--- src/rtl/ahb_xfer_ctrl_pkg.sv ---
// Shared definitions for the AHB transfer controller: FSM encoding, size codes, defaults.
package ahb_xfer_ctrl_pkg;

    typedef enum logic [1:0] {
        IDLE  = 2'd0,
        RUN   = 2'd1,
        RETRY = 2'd2,
        DONE  = 2'd3
    } xfer_state_t;

    localparam logic [2:0] SIZE_BYTE = 3'd0;
    localparam logic [2:0] SIZE_HALF = 3'd1;
    localparam logic [2:0] SIZE_WORD = 3'd2;

    localparam int unsigned FIFO_DEPTH_DEF = 4;

    // Any size code above word is treated as a word transfer.
    function automatic logic [2:0] eff_size(input logic [2:0] s);
        return (s > SIZE_WORD) ? SIZE_WORD : s;
    endfunction

endpackage

--- src/rtl/ahb_sync_fifo.sv ---
// Single-clock FIFO with registered occupancy count and full/empty flags.
module ahb_sync_fifo #(
    parameter int unsigned DEPTH = 4,
    parameter int unsigned WIDTH = 32
) (
    input  logic                     HCLK,
    input  logic                     HRST_N,
    input  logic                     i_push,
    input  logic [WIDTH-1:0]         i_wdata,
    input  logic                     i_pop,
    output logic [WIDTH-1:0]         o_rdata,
    output logic                     o_full,
    output logic                     o_empty,
    output logic [$clog2(DEPTH):0]   o_count
);
    localparam int unsigned AW = $clog2(DEPTH);
    localparam int unsigned CW = AW + 1;

    logic [WIDTH-1:0] r_mem [DEPTH];
    logic [AW-1:0]    r_wptr;
    logic [AW-1:0]    r_rptr;
    logic [CW-1:0]    r_count;
    logic             w_push;
    logic             w_pop;

    // Push while full and pop while empty are dropped.
    assign w_push  = i_push && !o_full;
    assign w_pop   = i_pop && !o_empty;
    assign o_full  = (r_count == CW'(DEPTH));
    assign o_empty = (r_count == '0);
    assign o_count = r_count;
    assign o_rdata = r_mem[r_rptr];

    // Storage array, no reset needed.
    always_ff @(posedge HCLK) begin
        if (w_push) begin
            r_mem[r_wptr] <= i_wdata;
        end
    end

    // Pointers and occupancy; depth is a power of two so pointers wrap naturally.
    always_ff @(posedge HCLK or negedge HRST_N) begin
        if (!HRST_N) begin
            r_wptr  <= '0;
            r_rptr  <= '0;
            r_count <= '0;
        end else begin
            if (w_push) begin
                r_wptr <= r_wptr + AW'(1);
            end
            if (w_pop) begin
                r_rptr <= r_rptr + AW'(1);
            end
            unique case ({w_push, w_pop})
                2'b10:   r_count <= r_count + CW'(1);
                2'b01:   r_count <= r_count - CW'(1);
                default: r_count <= r_count;
            endcase
        end
    end

endmodule

--- src/rtl/ahb_xfer_ctrl.sv ---
// Command-driven AHB master-side transfer sequencer with write and read data buffers.
module ahb_xfer_ctrl
    import ahb_xfer_ctrl_pkg::*;
#(
    parameter int unsigned FIFO_DEPTH = FIFO_DEPTH_DEF
) (
    input  logic        HCLK,
    input  logic        HRST_N,
    input  logic        cmd_valid,
    output logic        cmd_ready,
    input  logic        cmd_write,
    input  logic [31:0] cmd_addr,
    input  logic [7:0]  cmd_len,
    input  logic [2:0]  cmd_size,
    input  logic [31:0] wdata,
    input  logic        wvalid,
    output logic        wready,
    output logic [31:0] rdata,
    output logic        rvalid,
    input  logic        rready,
    output logic        done,
    output logic        Request,
    output logic        Burst,
    output logic        Busy,
    output logic        Write,
    output logic [2:0]  Size,
    output logic [31:0] Addr,
    output logic [31:0] DataIn,
    input  logic [31:0] DataOut,
    input  logic        Grant,
    input  logic        Okay,
    input  logic        Retry
);
    localparam int unsigned CW = $clog2(FIFO_DEPTH) + 1;

    xfer_state_t r_state;
    logic        r_write;
    logic [31:0] r_addr;
    logic [8:0]  r_total;
    logic [2:0]  r_size;
    logic [8:0]  r_issued;
    logic [8:0]  r_acked;

    logic          w_run;
    logic          w_request;
    logic          w_grant;
    logic          w_okay;
    logic          w_retry;
    logic [8:0]    w_outstanding;
    logic [8:0]    w_acked_nxt;
    logic [31:0]   w_offset;
    logic [CW-1:0] w_wcount;
    logic [CW-1:0] w_rcount;
    logic          w_wfull;
    logic          w_wempty;
    logic          w_rfull;
    logic          w_rempty;
    logic          w_unused;

    assign w_run         = (r_state == RUN);
    assign w_outstanding = r_issued - r_acked;
    assign w_request     = w_run && (r_issued < r_total);
    assign w_grant       = Grant && w_request;
    assign w_okay        = Okay && w_run && (r_acked < r_issued);
    assign w_retry       = Retry && w_run;
    assign w_acked_nxt   = r_acked + 9'(w_okay);
    assign w_offset      = {23'd0, r_acked} << r_size;

    assign cmd_ready = (r_state == IDLE);
    assign done      = (r_state == DONE);
    assign Request   = w_request;
    assign Burst     = (r_total > 9'd1);
    assign Write     = r_write;
    assign Size      = r_size;
    assign Addr      = r_addr + w_offset;
    assign wready    = !w_wfull;
    assign rvalid    = !w_rempty;
    assign w_unused  = w_wempty ^ w_rfull;

    // Write: stall when buffered data cannot cover another beat. Read: stall when the
    // read buffer could not absorb every beat already in flight plus one more.
    always_comb begin
        Busy = 1'b0;
        if (w_run) begin
            if (r_write) begin
                Busy = ({1'b0, w_outstanding} >= 10'(w_wcount));
            end else begin
                Busy = (10'(w_rcount) + {1'b0, w_outstanding}) >= 10'(FIFO_DEPTH);
            end
        end
    end

    // Command FSM with issue/acknowledge beat counters.
    always_ff @(posedge HCLK or negedge HRST_N) begin
        if (!HRST_N) begin
            r_state  <= IDLE;
            r_write  <= 1'b0;
            r_addr   <= '0;
            r_total  <= '0;
            r_size   <= SIZE_BYTE;
            r_issued <= '0;
            r_acked  <= '0;
        end else begin
            case (r_state)
                IDLE: begin
                    if (cmd_valid) begin
                        r_write  <= cmd_write;
                        r_addr   <= cmd_addr;
                        r_total  <= {1'b0, cmd_len} + 9'd1;
                        r_size   <= eff_size(cmd_size);
                        r_issued <= '0;
                        r_acked  <= '0;
                        r_state  <= RUN;
                    end
                end
                RUN: begin
                    r_acked <= w_acked_nxt;
                    if (w_retry) begin
                        // Rewind issue count; Addr already tracks the failed beat.
                        r_issued <= w_acked_nxt;
                        r_state  <= RETRY;
                    end else begin
                        r_issued <= r_issued + 9'(w_grant);
                        if (w_acked_nxt == r_total) begin
                            r_state <= DONE;
                        end
                    end
                end
                RETRY:   r_state <= RUN;
                DONE:    r_state <= IDLE;
                default: r_state <= IDLE;
            endcase
        end
    end

    ahb_sync_fifo #(
        .DEPTH (FIFO_DEPTH),
        .WIDTH (32)
    ) u_wfifo (
        .HCLK    (HCLK),
        .HRST_N  (HRST_N),
        .i_push  (wvalid),
        .i_wdata (wdata),
        .i_pop   (w_okay && r_write),
        .o_rdata (DataIn),
        .o_full  (w_wfull),
        .o_empty (w_wempty),
        .o_count (w_wcount)
    );

    ahb_sync_fifo #(
        .DEPTH (FIFO_DEPTH),
        .WIDTH (32)
    ) u_rfifo (
        .HCLK    (HCLK),
        .HRST_N  (HRST_N),
        .i_push  (w_okay && !r_write),
        .i_wdata (DataOut),
        .i_pop   (rready),
        .o_rdata (rdata),
        .o_full  (w_rfull),
        .o_empty (w_rempty),
        .o_count (w_rcount)
    );

endmodule

--- config.mk ---
export PLATFORM = sky130hd
export DESIGN_NAME = ahb_xfer_ctrl
export DESIGN_NICKNAME = d
export VERILOG_FILES = /design/src/rtl/ahb_xfer_ctrl_pkg.sv /design/src/rtl/ahb_sync_fifo.sv /design/src/rtl/ahb_xfer_ctrl.sv
export SDC_FILE = /design/constraint.sdc
export NUM_CORES = 1
export LEC_CHECK = 0
export BUFFER_PORTS_ARGS = -buffer_cell sky130_fd_sc_hd__buf_2
export CORE_ASPECT_RATIO = 1.4
export CORE_MARGIN = 2
export CORE_UTILIZATION = 41
export CTS_BUF_LIST = sky130_fd_sc_hd__clkbuf_8
export DETAILED_ROUTE_END_ITERATION = 12
export PLACE_DENSITY_LB_ADDON = 0.15
export SLEW_MARGIN = 15
export SYNTH_ARGS = -nofsm -noshare
export SYNTH_HDL_FRONTEND = slang
export SYNTH_HIERARCHICAL = 1
export SYNTH_SLANG_ARGS = --single-unit
--- constraint.sdc ---
create_clock -name HCLK -period 4.5 [get_ports HCLK]
set_clock_uncertainty 0.15 [all_clocks]
set_input_delay 0.9 -clock HCLK [delete_from_list [all_inputs] [get_ports HCLK]]
set_output_delay 0.9 -clock HCLK [all_outputs]
set_load 0.03 [all_outputs]
==> reports/metrics.csv, run 1 <==
metric,value,unit
outcome,"finished, violations left",
violations,negative setup slack,
vias_per_cell,5.33,
dieArea,0.0403,mm2
ys_warn_count,6,
worstPathArrival,3520,ps
setup_viol,6,
cap_violations,0,
top_layer_used,met4,
fin_crit,4570,ps
comb_power_share,43.2,%
dp_hpwl,24.9,mm
grt_setup_unrepaired,yes,
layout-drive-gt1-share,34.2,%
worst-path-buf-inv,2,
max_freq,219,MHz
post-route-period-util,101,%
grt-ovfl-total,0,
antenna_found_initial,1,
drv_slew,0,
h-tree-depth,2,
cp-start-kind,flip-flop,
first_iter_violations,537,
grt_pass1_vias,10500,
startpoint,Size[0],
netlist_instances,1131,
row_count,85,
grt_usage,18.3,%
tns,-118,ps
wl_per_cell,19.2,um
p_total,12.0,mW
cts_root_buf,clkbuf_8,
clk-insertion-delay-late,580,ps
cts_hold_buf,0,
pre_cts_slack,121,ps
cts_max_path_buffers,3,
vias,10300,
finalWorstSetupSlack,-66.6,ps
die_h,237,um
drc,0,
critical-path-top-delay-family,compound AO/OA/AOI/OAI gates,
wl_met2,19.5,mm
worstSetupPathType,flip-flop to output port,
core-area,0.0383,mm2
avgSynthCellArea,14.0,um2
grt_max_degree,62,
syn_area,0.0158,mm2
die_width,170,um
mostFrequentLayoutCells,"edfxtp_1, buf_2, nand2_1",
powerDensity,626,mW/mm2
port_buffers,222,
switchingPower,4.85,mW
finalWirelength,37.1,mm
internal-power,7.10,mW
critical-path-max-stage-delay,460,ps
synthesis.nets,1306,
ios,223,
cts_tree,built,
crit_fanout,7,
start_util,41.4,%
whs,283,ps
clockPowerShare,19.4,%
layout_commonest_cell,edfxtp_1,
met3_length,1.76,mm
hold_class,primary input to asynchronous set/reset pin,
first_pass_iters,5,
worstPathCellList,buf_6 > mux2i_4 > or3_4 > fa_2 > nand2b_4 > a211oi_4 > o211ai_4 > a211oi_2 > xor2_1 > buf_4,
slew-limit-headroom,34.4,%
numCtsBuffers,51,
cts.sinks,335,
hold_violations,0,
p_sw_share,40.6,%
ir_drop,0.382,mV
finalWeightedCongestion,0.845,
path_clk_slew,60,ps
worst_pin_slew,981,ps
power_frac_seq,37.4,%
area_growth,20.5,%
met1_length,14.7,mm
cp_slowest_cell,dfrtp_2,
ant_nets,0,
layout.nets,1582,
reg2reg_from,r_acked[5],
critPathCaptureType,output port,
grt_pass1_wl,57.2,mm
leakage,7.59,nW
critPathRequiredTime,3450,ps
[per-layer routing]
layer	vias to the layer above	track usage, %
met5	-	0
met4	0	6.50
met3	69	3.04
met2	270	33.1
met1	5112	21.9
li1	4819	-
[state kept, by name (all words and copies together) (netlist names), 2 cells and up]
name	flops
r_acked	9
u_rfifo/r_rptr	2
u_rfifo/r_wptr	2
u_rfifo/r_mem	128
u_wfifo/o_count	3
r_issued	9
Size	3
u_wfifo/r_wptr	2
r_addr	32
u_wfifo/r_mem	128
u_rfifo/o_count	3
r_total	9
u_wfifo/r_rptr	2
r_state	2
[through the flow]
step / util [%] / cell area [um2] / std cells
after floorplan: - / 15800 / 1131
after global placement: 45.5 / 17400 / 1809
after detailed placement: 45.5 / 17400 / 1809
after CTS: 49.1 / 18800 / 1918
after global routing: 49.9 / 19100 / 1926
final: 49.9 / 19100 / 1926
[final cells by class]
class                           instances  area [um2]
Fill cell                            3419       19200
Multi-Input combinational cell        698        6120
Inverter                               54         203
Tap cell                              478         598
Clock inverter                         36         160
Sequential cell                       335        9680
Timing Repair Buffer                  267        1550
Clock buffer                           57         785
Antenna cell                            1        2.50
[worst paths after layout]
kind | endpoint | slack [ps] | cells after the start
max | Addr[18] | -70 | 10
min | r_addr[24] | 280 | 1
max reg2reg | r_state[1] | 600 | 15
min reg2reg | r_addr[0] | 340 | 2
max in group asynchronous | r_acked[7] | 3120 | 2
min in group HCLK | r_addr[0] | 340 | 2
[power groups by stage]
stage / combinational [mW] / sequential, mW / clock [mW]
2_1_floorplan: 3.75 / 4.24 / 0
3_3_place_gp: 4.75 / 4.51 / 0
3_5_place_dp: 4.78 / 4.53 / 0
4_1_cts: 5.06 / 4.47 / 2.42
5_1_grt: 5.59 / 4.55 / 2.54
6_report: 5.17 / 4.47 / 2.32
[what timing repair did]
item	CTS	global route
setup buffers	15	8
cloned	1	0
endpoints found under the setup margin	25	24
pin swaps	25	23
gates resized for setup	78	58
(Power assumes the default switching activity.)
==> inputs of run 2 (changes only) <==
- ABC_AREA: default -> 1
==> run 2 against run 1 <==
Effect of this change: the run now ends clean; die area rose by 5.2%; register-to-register slack improved by 400 ps; first-iteration DRC count rose by 4.7%; synthesized area rose by 5.3%; worst hold slack got worse by 83 ps; clock-buffer cell count did not move; cell area rose by 2.1%; critical path type unchanged; worst setup slack improved by 200 ps; synthesized cell count rose by 50%; maximum frequency rose by 4.5%; combinational power rose by 12%; critical endpoint is now Addr[27]; core utilization fell by 1.4 points.
==> reports/metrics.csv, run 2 <==
metric,value,unit
worst_pin_slew,938,ps
vias,12400,
grt_max_degree,94,
reg2reg_from,r_acked[2],
max_freq,229,MHz
hold_violations,0,
cpMostUsedCell,nand2_1,
cts_hold_buf,0,
worstPathCellList,buf_4 > nand2_1 > o21ai_0 > o21ai_0 > o21ai_0 > ha_1 > nand2_2 > nor2_4 > inv_2 > nor4_1 > nand2_1 > nand2_1 > nand2_1 > nand2_1 > buf_2,
vias_per_cell,4.91,
slew-limit-headroom,37.3,%
worstSetupPathType,flip-flop to output port,
ios,223,
critPathCaptureType,output port,
die_width,175,um
crit_fanout,10,
grt_usage,18.2,%
grt-ovfl-total,0,
drv_slew,0,
dieArea,0.0424,mm2
layout.nets,2120,
outcome,finished clean,
row_count,87,
h-tree-depth,2,
ys_warn_count,6,
critical-path-top-delay-family,simple AND/OR/NAND/NOR gates,
path_clk_slew,60,ps
synthesis.nets,1866,
cap_violations,0,
mostFrequentLayoutCells,"nand2_1, inv_1, edfxtp_1",
critical-path-max-stage-delay,420,ps
netlist_instances,1691,
grt_setup_unrepaired,yes,
start_util,41.4,%
grt_pass1_wl,61.6,mm
avgSynthCellArea,9.87,um2
cts_root_buf,clkbuf_8,
reg.largest.list,"u_rfifo/r_mem x128, u_wfifo/r_mem x128, r_addr x32",
layout_commonest_cell,nand2_1,
layout-drive-gt1-share,20.2,%
cp-start-kind,flip-flop,
reg2reg_depth,22,
critPathRequiredTime,3450,ps
leakage,8.87,nW
powerDensity,641,mW/mm2
post-route-period-util,97.1,%
cts.sinks,335,
area_growth,16.8,%
port_buffers,222,
cts_tree,built,
first_pass_iters,7,
cp_slowest_cell,dfrtp_2,
numCtsBuffers,53,
drc,0,
p_total,12.5,mW
syn_area,0.0167,mm2
first_iter_violations,562,
ant_nets,0,
cts_max_path_buffers,3,
grt_pass1_vias,12100,
clk-insertion-delay-late,640,ps
final_util,48.4,%
whs,200,ps
die_h,243,um
setup_viol,0,
worst-path-buf-inv,3,
r2r_slack,1000,ps
hold_class,primary input to asynchronous set/reset pin,
finalWirelength,38.8,mm
ir_drop,0.379,mV
worstReg2RegEnd,r_state[1],
worstPathArrival,3320,ps
dp_hpwl,26.1,mm
fin_crit,4370,ps
wl_per_cell,15.4,um
antenna_found_initial,5,
startpoint,Size[0],
tns,0,ps
finalWeightedCongestion,0.891,
core-area,0.0403,mm2
==> run 2: cell type report <==
type	count	area [um2]
Antenna cell	1	2.50
Clock buffer	57	785
Tap cell	534	668
Inverter	270	1020
Timing Repair Buffer	258	1440
Fill cell	3859	20800
Multi-Input combinational cell	1027	5710
Sequential cell	335	9670
Clock inverter	35	203
==> run 2: timing repair <==
item,CTS,global route
gates resized for setup,8,60
setup endpoints to repair,20,24
pin swaps,0,17
buffers inserted,2,12
hold endpoints to repair,0,0
==> run 2: worst max path at each step <==
stage,endpoint,slack [ps],cells after the start
finish,Addr[27],130,15
detailed placement,Addr[9],470,10
global route,Addr[29],-110,17
floorplan,Addr[22],560,15
global placement,Addr[9],540,10
CTS,Addr[31],5,14
==> run 2: power breakdown <==
group	internal, mW	switching (mW)
Sequential	3.91	0.342
Combinational	1.72	4.08
Clock	1.28	1.17
Total	6.90	5.59
==> run 2: stage by stage <==
stage	setup WS, ps	instances	instance area (um2)
after floorplan	556	1691	16700
after global placement	544	2410	18200
after CTS	4.95	2504	19300
final	131	2517	19500
after global routing	-110	2517	19500
after detailed placement	468	2410	18200
==> run 2: layer usage <==
metal / GRT usage, % / wire length, um / vias up
li1: - / - / 6166
met1: 20.2 / 15000 / 5827
met2: 33.8 / 20500 / 284
met3: 4.82 / 2360 / 69
met4: 5.39 / 891 / 6
met5: 0 / 35 / -
==> inputs of run 3 (changes only) <==
- CELL_PAD_IN_SITES_DETAIL_PLACEMENT: default -> 1
- CELL_PAD_IN_SITES_GLOBAL_PLACEMENT: default -> 1
- PLACE_DENSITY_LB_ADDON: 0.15 -> 0.1
==> run 3 against run 2 <==
Effect of this change: total power is 2.1% higher; non-clock buffer count is 7 higher; critical path type unchanged; cell area is 0.98% higher.
==> reports/metrics.csv, run 3 (synthesis gave the netlist of run 2 again) <==
metric,value,unit
leakage,8.93,nW
start_util,41.4,%
ir_drop,0.574,mV
grt_max_degree,93,
die_h,243,um
dp_hpwl,30.3,mm
cts_max_path_buffers,3,
worstSetupPathType,flip-flop to output port,
grt_usage,20.0,%
first_pass_iters,4,
reg2reg_from,r_acked[2],
fin_crit,4340,ps
startpoint,Size[0],
finalWeightedCongestion,0.865,
hold_class,primary input to asynchronous set/reset pin,
max_freq,230,MHz
h-tree-depth,2,
wl_per_cell,16.9,um
post-route-period-util,96.4,%
die_width,175,um
drc,0,
layout.nets,2125,
area_growth,18.0,%
outcome,finished clean,
mostFrequentLayoutCells,"nand2_1, inv_1, edfxtp_1",
cap_violations,0,
vias,12600,
vias_per_cell,4.99,
fillers,4672,
first_iter_violations,358,
critPathCaptureType,output port,
grt-ovfl-total,0,
worstPathArrival,3290,ps
port_buffers,222,
cp-start-kind,flip-flop,
grt_pass1_vias,13000,
antenna_found_initial,5,
cts.sinks,335,
crit_fanout,9,
whs,205,ps
powerDensity,648,mW/mm2
numCtsBuffers,51,
cts_hold_buf,0,
setup_viol,0,
core-area,0.0403,mm2
r2r_slack,860,ps
ios,223,
reg.largest.list,"u_rfifo/r_mem x128, u_wfifo/r_mem x128, r_addr x32",
cts_root_buf,clkbuf_8,
finalWirelength,42.9,mm
path_clk_slew,60,ps
ant_nets,0,
layout_commonest_cell,nand2_1,
dieArea,0.0424,mm2
clk-insertion-delay-late,610,ps
tns,0,ps
worst_pin_slew,1010,ps
critPathRequiredTime,3450,ps
slew-limit-headroom,32.7,%
drv_slew,0,
hold_violations,0,
row_count,87,
cts_tree,built,
grt_pass1_wl,67.3,mm
layout-drive-gt1-share,20.9,%
==> run 3: path summary, 6_finish.rpt <==
path                                            to  cells after the start
worst max register to register          r_state[1]                     22
worst max-delay path                      Addr[16]                     12
max in group asynchronous       u_rfifo/o_count[0]                      2
worst min register to register          r_addr[15]                      2
min in group HCLK                        r_addr[0]                      3
worst min-delay path                    r_addr[26]                      1
==> run 3: through the flow <==
step / utilization [%] / instances / setup WS (ps) / instance area [um2] / power (mW)
after detailed placement: 45.3 / 2409 / 496 / 18200 / 10.1
after global placement: 45.3 / 2409 / 537 / 18200 / 9.95
after CTS: 47.8 / 2506 / -3.35 / 19200 / 12.6
after floorplan: - / 1691 / 556 / 16700 / 8.47
after global routing: 48.9 / 2531 / -91.6 / 19700 / 13.7
final: 48.9 / 2532 / 160 / 19700 / 12.8
==> run 3: where the power goes <==
group	switching [mW]	internal (mW)	total, mW
Sequential	0.344	3.90	4.25
Clock	1.18	1.26	2.44
Combinational	4.24	1.83	6.07
Total	5.76	6.99	12.8
==> run 3: layer usage <==
layer | part of all wire (%) | vias to the layer above | global-route usage (%)
li1 | - | 6200 | -
met1 | 39 | 6120 | 22.5
met2 | 54 | 231 | 38.3
met3 | 4.0 | 84 | 3.02
met4 | 3.0 | 2 | 6.81
met5 | 0.037 | - | 0
==> run 3: critical path, cell delays in order, from the launching register on <==
cell and delay, ps:
dfrtp_2 440, buf_12 150, o21ai_0 240, mux2i_1 170, mux2i_1 180, ha_2 340
a21oi_1 260, o21ai_2 110, a21oi_2 210, nand2_4 120, buf_4 150, xor2_1 150
buf_4 190
==> run 3: layout make-up <==
class | count | area, um2 | area share [%]
multi-input combinational | 1027 | 5810 | 29.5
timing repair buffer | 265 | 1520 | 7.73
antenna | 5 | 12.5 | 0.0635
inverter | 270 | 1020 | 5.19
sequential | 335 | 9670 | 49.1
clock buffer | 52 | 716 | 3.63
tap | 534 | 668 | 3.39
clock inverter | 44 | 274 | 1.39
==> run 3: what timing repair did <==
action	in CTS	in global routing
setup endpoints to repair	20	25
gates resized for setup	8	84
pin swaps	1	18
endpoints found under the hold margin	0	0
setup buffers	1	21
